==> config.mk <==
export PLATFORM = sky130hd
export DESIGN_NAME = sync_down_counter
export DESIGN_NICKNAME = d
export VERILOG_FILES = /design/src/rtl/sync_down_counter.sv
export SDC_FILE = /design/constraint.sdc
export NUM_CORES = 1
export LEC_CHECK = 0
export BUFFER_PORTS_ARGS = -buffer_cell sky130_fd_sc_hd__buf_2
export CORE_AREA = 2 2 39 41
export CTS_CLUSTER_DIAMETER = 150
export DETAILED_ROUTE_END_ITERATION = 12
export DIE_AREA = 0 0 41 43
export SLEW_MARGIN = 20
export SYNTH_ARGS = -nofsm -noshare
export SYNTH_HDL_FRONTEND = slang
export SYNTH_SLANG_ARGS = --single-unit
export TNS_END_PERCENT = 20
==> constraint.sdc <==
create_clock -name clk -period 2.06 [get_ports clk]
set_input_delay 0.412 -clock clk [delete_from_list [all_inputs] [get_ports clk]]
set_output_delay 0.412 -clock clk [all_outputs]
set_load 0.01 [all_outputs]
==> src/rtl/sync_down_counter.sv <==
// sync_down_counter
// Presettable synchronous binary down counter with terminal-count decode
// and an underflow pulse. Every q bit is updated from the same clock edge.
// On underflow the counter either reloads the most recent preset value
// or wraps to all-ones, chosen by auto_reload at the underflow edge.
module sync_down_counter #(
    parameter int WIDTH = 3
) (
    input  logic             clk,
    input  logic             clr_n,
    input  logic             en,
    input  logic             load,
    input  logic [WIDTH-1:0] d,
    input  logic             auto_reload,
    output logic [WIDTH-1:0] q,
    output logic             zero,
    output logic             underflow
);

    localparam logic [WIDTH-1:0] ALL_ONES = '1;
    localparam logic [WIDTH-1:0] ONE      = WIDTH'(1);

    // Last preset value, used as the reload target when auto_reload is set.
    logic [WIDTH-1:0] reload_reg;

    logic [WIDTH-1:0] q_next;
    logic             underflow_next;
    logic             q_is_zero;

    assign q_is_zero = (q == '0);

    // Next-count selection: load beats enable; enable at zero is the underflow step.
    always_comb begin
        q_next         = q;
        underflow_next = 1'b0;
        if (load) begin
            q_next = d;
        end else if (en) begin
            if (!q_is_zero) begin
                q_next = q - ONE;
            end else begin
                underflow_next = 1'b1;
                q_next         = auto_reload ? reload_reg : ALL_ONES;
            end
        end
    end

    // Count register and underflow pulse; async clear returns to all-ones.
    always_ff @(posedge clk or negedge clr_n) begin
        if (!clr_n) begin
            q         <= ALL_ONES;
            underflow <= 1'b0;
        end else begin
            q         <= q_next;
            underflow <= underflow_next;
        end
    end

    // Preset capture; clearing also forgets any earlier preset.
    always_ff @(posedge clk or negedge clr_n) begin
        if (!clr_n) begin
            reload_reg <= ALL_ONES;
        end else if (load) begin
            reload_reg <= d;
        end
    end

    // Terminal-count flag is a pure decode of the registered count.
    assign zero = q_is_zero;

endmodule

# Word level (Yosys, flattened, before mapping)
# Index checks and enable logic that the tools add are counted.
# Widths: inputs -> output; s select.
totals:
  ff_bits: 7
  out_inout_bits: 5
classes:
  add_sub_neg: 1
  mux: 7
  reduce_logical: 2
op_table:
  columns: ["cell", "n"]
  rows:
  - ["$mux 3", 4]
  - ["$logic_not 3->1", 1]
  - ["$mux 1", 3]
  - ["$sub 3x1->3 const B", 1]
  - ["$reduce_bool 2->1", 1]

# Logic depth before layout (Yosys ltp)
depth:
  word_depth: 4
  ltp_mapped: 5

# Worst setup path after synthesis
# OpenSTA, ideal clock, no wires.
synth_timing:
  kind: "reg-to-reg"
  startpoint: "register q[0]"
  endpoint: "register q[2]"
  arrival_time_ns: 1.543
  slack_ns: 0.454
  stages_incl_launch_ff: 6
  path_buffers: 0
  period_less_slack_ns: 1.606
  path_cell_list: "dfstp_2 -> inv_1 -> ha_1 -> and3b_2 -> or4_1 -> nand3_1"
synth_via:
  elab_chain_len: 4
  word_cells_on_any_way: 5
  cone_classes: "1 x add/sub; 3 x mux; 1 x reduce/logical"
synth_rtl:
  columns: ["element", "line", "rtl"]
  rows:
  - ["from (decl)", "15", "output logic [WIDTH-1:0] q,"]
  - ["from (signal assigned)", "54", "q <= q_next;"]
  - ["$sub 3x1->3 or $logic_not 3->1 (tied branches)", "40, 30", null]
  - ["$mux 3 (*)", "39", "if (!q_is_zero) begin"]
  - ["$mux 3 (*)", "38", "end else if (en) begin"]
  - ["$mux 3 (*)", "36", "if (load) begin"]
# Every way passes the cells marked *; elsewhere a longest branch is shown, timed or not. The select of a mux whose other input is x is not followed.
# A chain may end at the register's enable or synchronous reset.

# Worst setup path after layout
layout_timing:
  startpoint: "register q[0]"
  endpoint: "output zero"
layout_via:
  elab_chain_len: 1
layout_rtl:
  columns: ["element", "line", "rtl"]
  rows:
  - ["$logic_not 3->1", "30", "assign q_is_zero = (q == '0);"]
  - ["to (decl)", "16", "output logic zero,"]
# No other way between the ends.

==> results.tsv <==
stage	metric	value	unit
clocking	cts_tree	built	
yosys	yosysTopAreaCellShare	0.4013	
critical_path	r2r_start	q[0]$_DFFE_PN1P_	
drt	first_iter_violations	7	
critical_path	rr_worst_depth	5	
power	irDropWorstVdd	0.2820	mV
yosys	synth_area_leader_cell	dfstp_2	
power	powerDensity	763.5	mW/mm²
worst_hold_path	hold_path_class	in -> reg	
global_route	grt_overflow	0	
global_route	grt_max_degree	11	
yosys	synth_top_family_by_area	simple AND/OR/NAND/NOR gates	
drt	ant_nets	0	
drt	drtPass1Iterations	4	
worst_hold_path	hold_depth	3	
yosys	synthDistinctLibCells	19	
power	switching_power	0.1012	mW
critical_path	r2r-end	q[2]$_DFFE_PN1P_	
final_layout	instances_no_fill	69	
sta	final-max-slew-violation-count	0	
sta	max_freq	556.1	MHz
final_layout	syn2layout_area_growth	26.75	%
yosys	ys.flop_type	dfstp_2	
sta	grt_setup_unrepaired	no	
power	switching_share	0.2662	
yosys	syn_nets	47	
yosys	synthAdderAreaFrac	0.06369	
clocking	htree_levels	1	
power	pwr-share-seq	0.456	
power	comb_power_share	0.221	
clocking	clock_sinks	7	
drt	avgViaCountPerCell	4.681	
sta	worst_pin_slew	0.2000	ns
final_layout	regArea	182.7	µm²
yosys	yosys_register_bits	7	
clocking	clk_pin_slew	0.05	ns
critical_path	path_max_fanout	5	
sta	layout_min_cycle_time	1.798	ns
critical_path	arrival	1.39	ns
drt	vias	323	
sta	skew	0.001023	ns
placement	dp_hpwl	584.1	µm
worst_hold_path	hp-start	d[0]	
die	dieArea	0.001763	mm²
sta	finalCritPeriodShare	0.8730	
clocking	ctsResizeCount	0	
sta	relSlewSlack	0.8664	
clocking	cts_setup_buffers	0	
yosys	synth_area_leaders	dfstp_2 40%, dfrtp_1 6.4%, ha_1 6.4%	
critical_path	path_buf_inv	2	
yosys	synthMuxAreaShare	0.05732	
yosys	synth.cell_area	392.9	µm²
yosys	syn_inst	37	
yosys	yosys.area_share.xor_xnor	0	
yosys	ys_warn_count	0	
die	start_util	0.2839	
yosys	ys_top_cells_by_count	6 x dfstp_2, 5 x o21ai_0, 4 x inv_1	
sta	hold_viol	0	
sta	setup-tns-final	0	ns
placement	gp_congestion	0.7016	
critical_path	slowest_delay	0.52	ns
clocking	cts-root-buf	clkbuf_4	
yosys	seq_area_frac_synth	0.4650	
global_route	grt_first_pass_wirelength	1331	µm
global_route	antenna_found_initial	0	
drt	drc	0	
yosys	synth_edf_count	0	
final_layout	multi_input_area	183.9	µm²
die	top_level_ports	13	
global_route	grt_pass1_vias	326	
global_route	grtUsageTotal	0.1176	
outcome	status	finished, final reports clean	
critical_path	endpoint_kind	primary output	
drt	wirelength	728	µm
critical_path	crit_type	reg -> out	
final_layout	fillCellCount	149	
clocking	clock_latency	0.25	ns
critical_path	crit_path_start_kind	register	
job	max-cap-violations	0	
yosys	synth-compound-area-share	0.1083	
sta	setup_viol	0	
power	p_total	0.3802	mW
critical_path	path_cells	inv_1 > ha_1 > nor2b_1 > buf_2	
drt	routedWlPerCell	10.55	µm
power	clkPwrFrac	0.323	
placement	io_buffers	12	
power	power_leakage	0.2371	nW
die	row_count	14	
final_layout	drive_gt1_frac	0.4906	
clocking	cts_buffer_depth	2	
die	die_y	43	µm
critical_path	crit_slowest_cell	dfstp_2	
die	core_area	0.001384	mm²
yosys	synth_async_sr_flop_share	1.000	
worst_hold_path	whs_endpoint	reload_reg[0]$_DFFE_PN1P_	
clocking	numCtsBuffers	3	
placement	dpl.cell_count	64	
final_layout	n_antenna_cell	0	
die	die_x	41	µm
critical_path	cp_top_family	flip-flops	
power	p_int	0.2790	mW
yosys	syn_area_per_cell	10.62	µm²
yosys	yosysMostFrequentCell	dfstp_2	
final_layout	final_nets	64	
yosys	synthSimpleGateAreaFrac	0.2389	
critical_path	required	1.65	ns
critical_path	regToRegSetupSlack	0.44	ns
-- tightest hold or removal path, stage by stage --
cell and delay, ns:
buf_2 0.07, nand2_1 0.06, o21ai_0 0.08
-- power by group through the flow --
stage / Combinational [mW] / Sequential (mW) / Clock, mW
floorplan: 0.0511 / 0.177 / 0
finish: 0.0841 / 0.173 / 0.123
detailed placement: 0.0838 / 0.175 / 0
global placement: 0.0837 / 0.174 / 0
global route: 0.0983 / 0.175 / 0.141
CTS: 0.0857 / 0.173 / 0.129
-- what timing repair did --
item | 4_1_cts | 5_1_grt
setup endpoints to repair | 0 | 0
hold buffers | 1 | 0
endpoints found under the hold margin | 1 | 0
-- worst max-delay path by stage --
stage | start | endpoint | slack (ns) | cells past startpoint
final | q[0]$_DFFE_PN1P_ | zero | 0.26 | 4
after global routing | q[0]$_DFFE_PN1P_ | zero | 0.18 | 4
after CTS | q[0]$_DFFE_PN1P_ | zero | 0.25 | 4
after detailed placement | q[0]$_DFFE_PN1P_ | q[2]$_DFFE_PN1P_ | 0.44 | 5
after global placement | q[0]$_DFFE_PN1P_ | q[2]$_DFFE_PN1P_ | 0.46 | 5
after floorplan | q[0]$_DFFE_PN1P_ | q[2]$_DFFE_PN1P_ | 0.45 | 5
-- through the flow --
| step | area (µm²) | hold WS, ns | utilization | worst slack (ns) |
|---|---|---|---|---|
| after floorplan | 392.9 | 0.1164 | - | 0.4538 |
| after global placement | 461.7 | 0.2562 | 0.3336 | 0.4558 |
| after detailed placement | 461.7 | 0.2590 | 0.3336 | 0.4398 |
| after CTS | 498.0 | 0.4029 | 0.3599 | 0.2536 |
| after global routing | 498.0 | 0.4024 | 0.3599 | 0.1762 |
| final | 498.0 | 0.4098 | 0.3599 | 0.2616 |
-- cells by family (layout without fill, tap and decap cells) --
| group | Yosys count | in the layout |
|---|---|---|
| AOI/OAI and AO/OA | 7 | 7 |
| adders and majority gates | 2 | 2 |
| buffers and inverters | 5 | 21 |
| DFF | 7 | 7 |
| muxes | 2 | 2 |
| and+or+nand+nor | 14 | 14 |
-- cell type report --
type | instances | share of cell area
inverters | 4 | 0.03015
multi-input cells | 25 | 0.3693
well taps | 16 | 0.04020
repair buffers | 13 | 0.1407
flip-flops and latches | 7 | 0.3668
clock buffers | 4 | 0.05276
-- placed cells by master, fill, tap and decap left out, drive strengths merged, types with 2 or more instances in the layout --
master and n:
buf 12, dfstp 6, o21ai 5, inv 4, clkbuf 4, nand2 3, nor2b 2, mux2 2
nor2 2, ha 2
-- metal layers --
metal / track usage / routed length (µm) / up-vias
li1: - / - / 159
met1: 0.1290 / 323 / 153
met2: 0.1656 / 345 / 9
met3: 0.06283 / 40 / 2
met4: 0.08000 / 19 / 0
met5: 0 / 0 / -
Power figures use the tool's default switching activity.
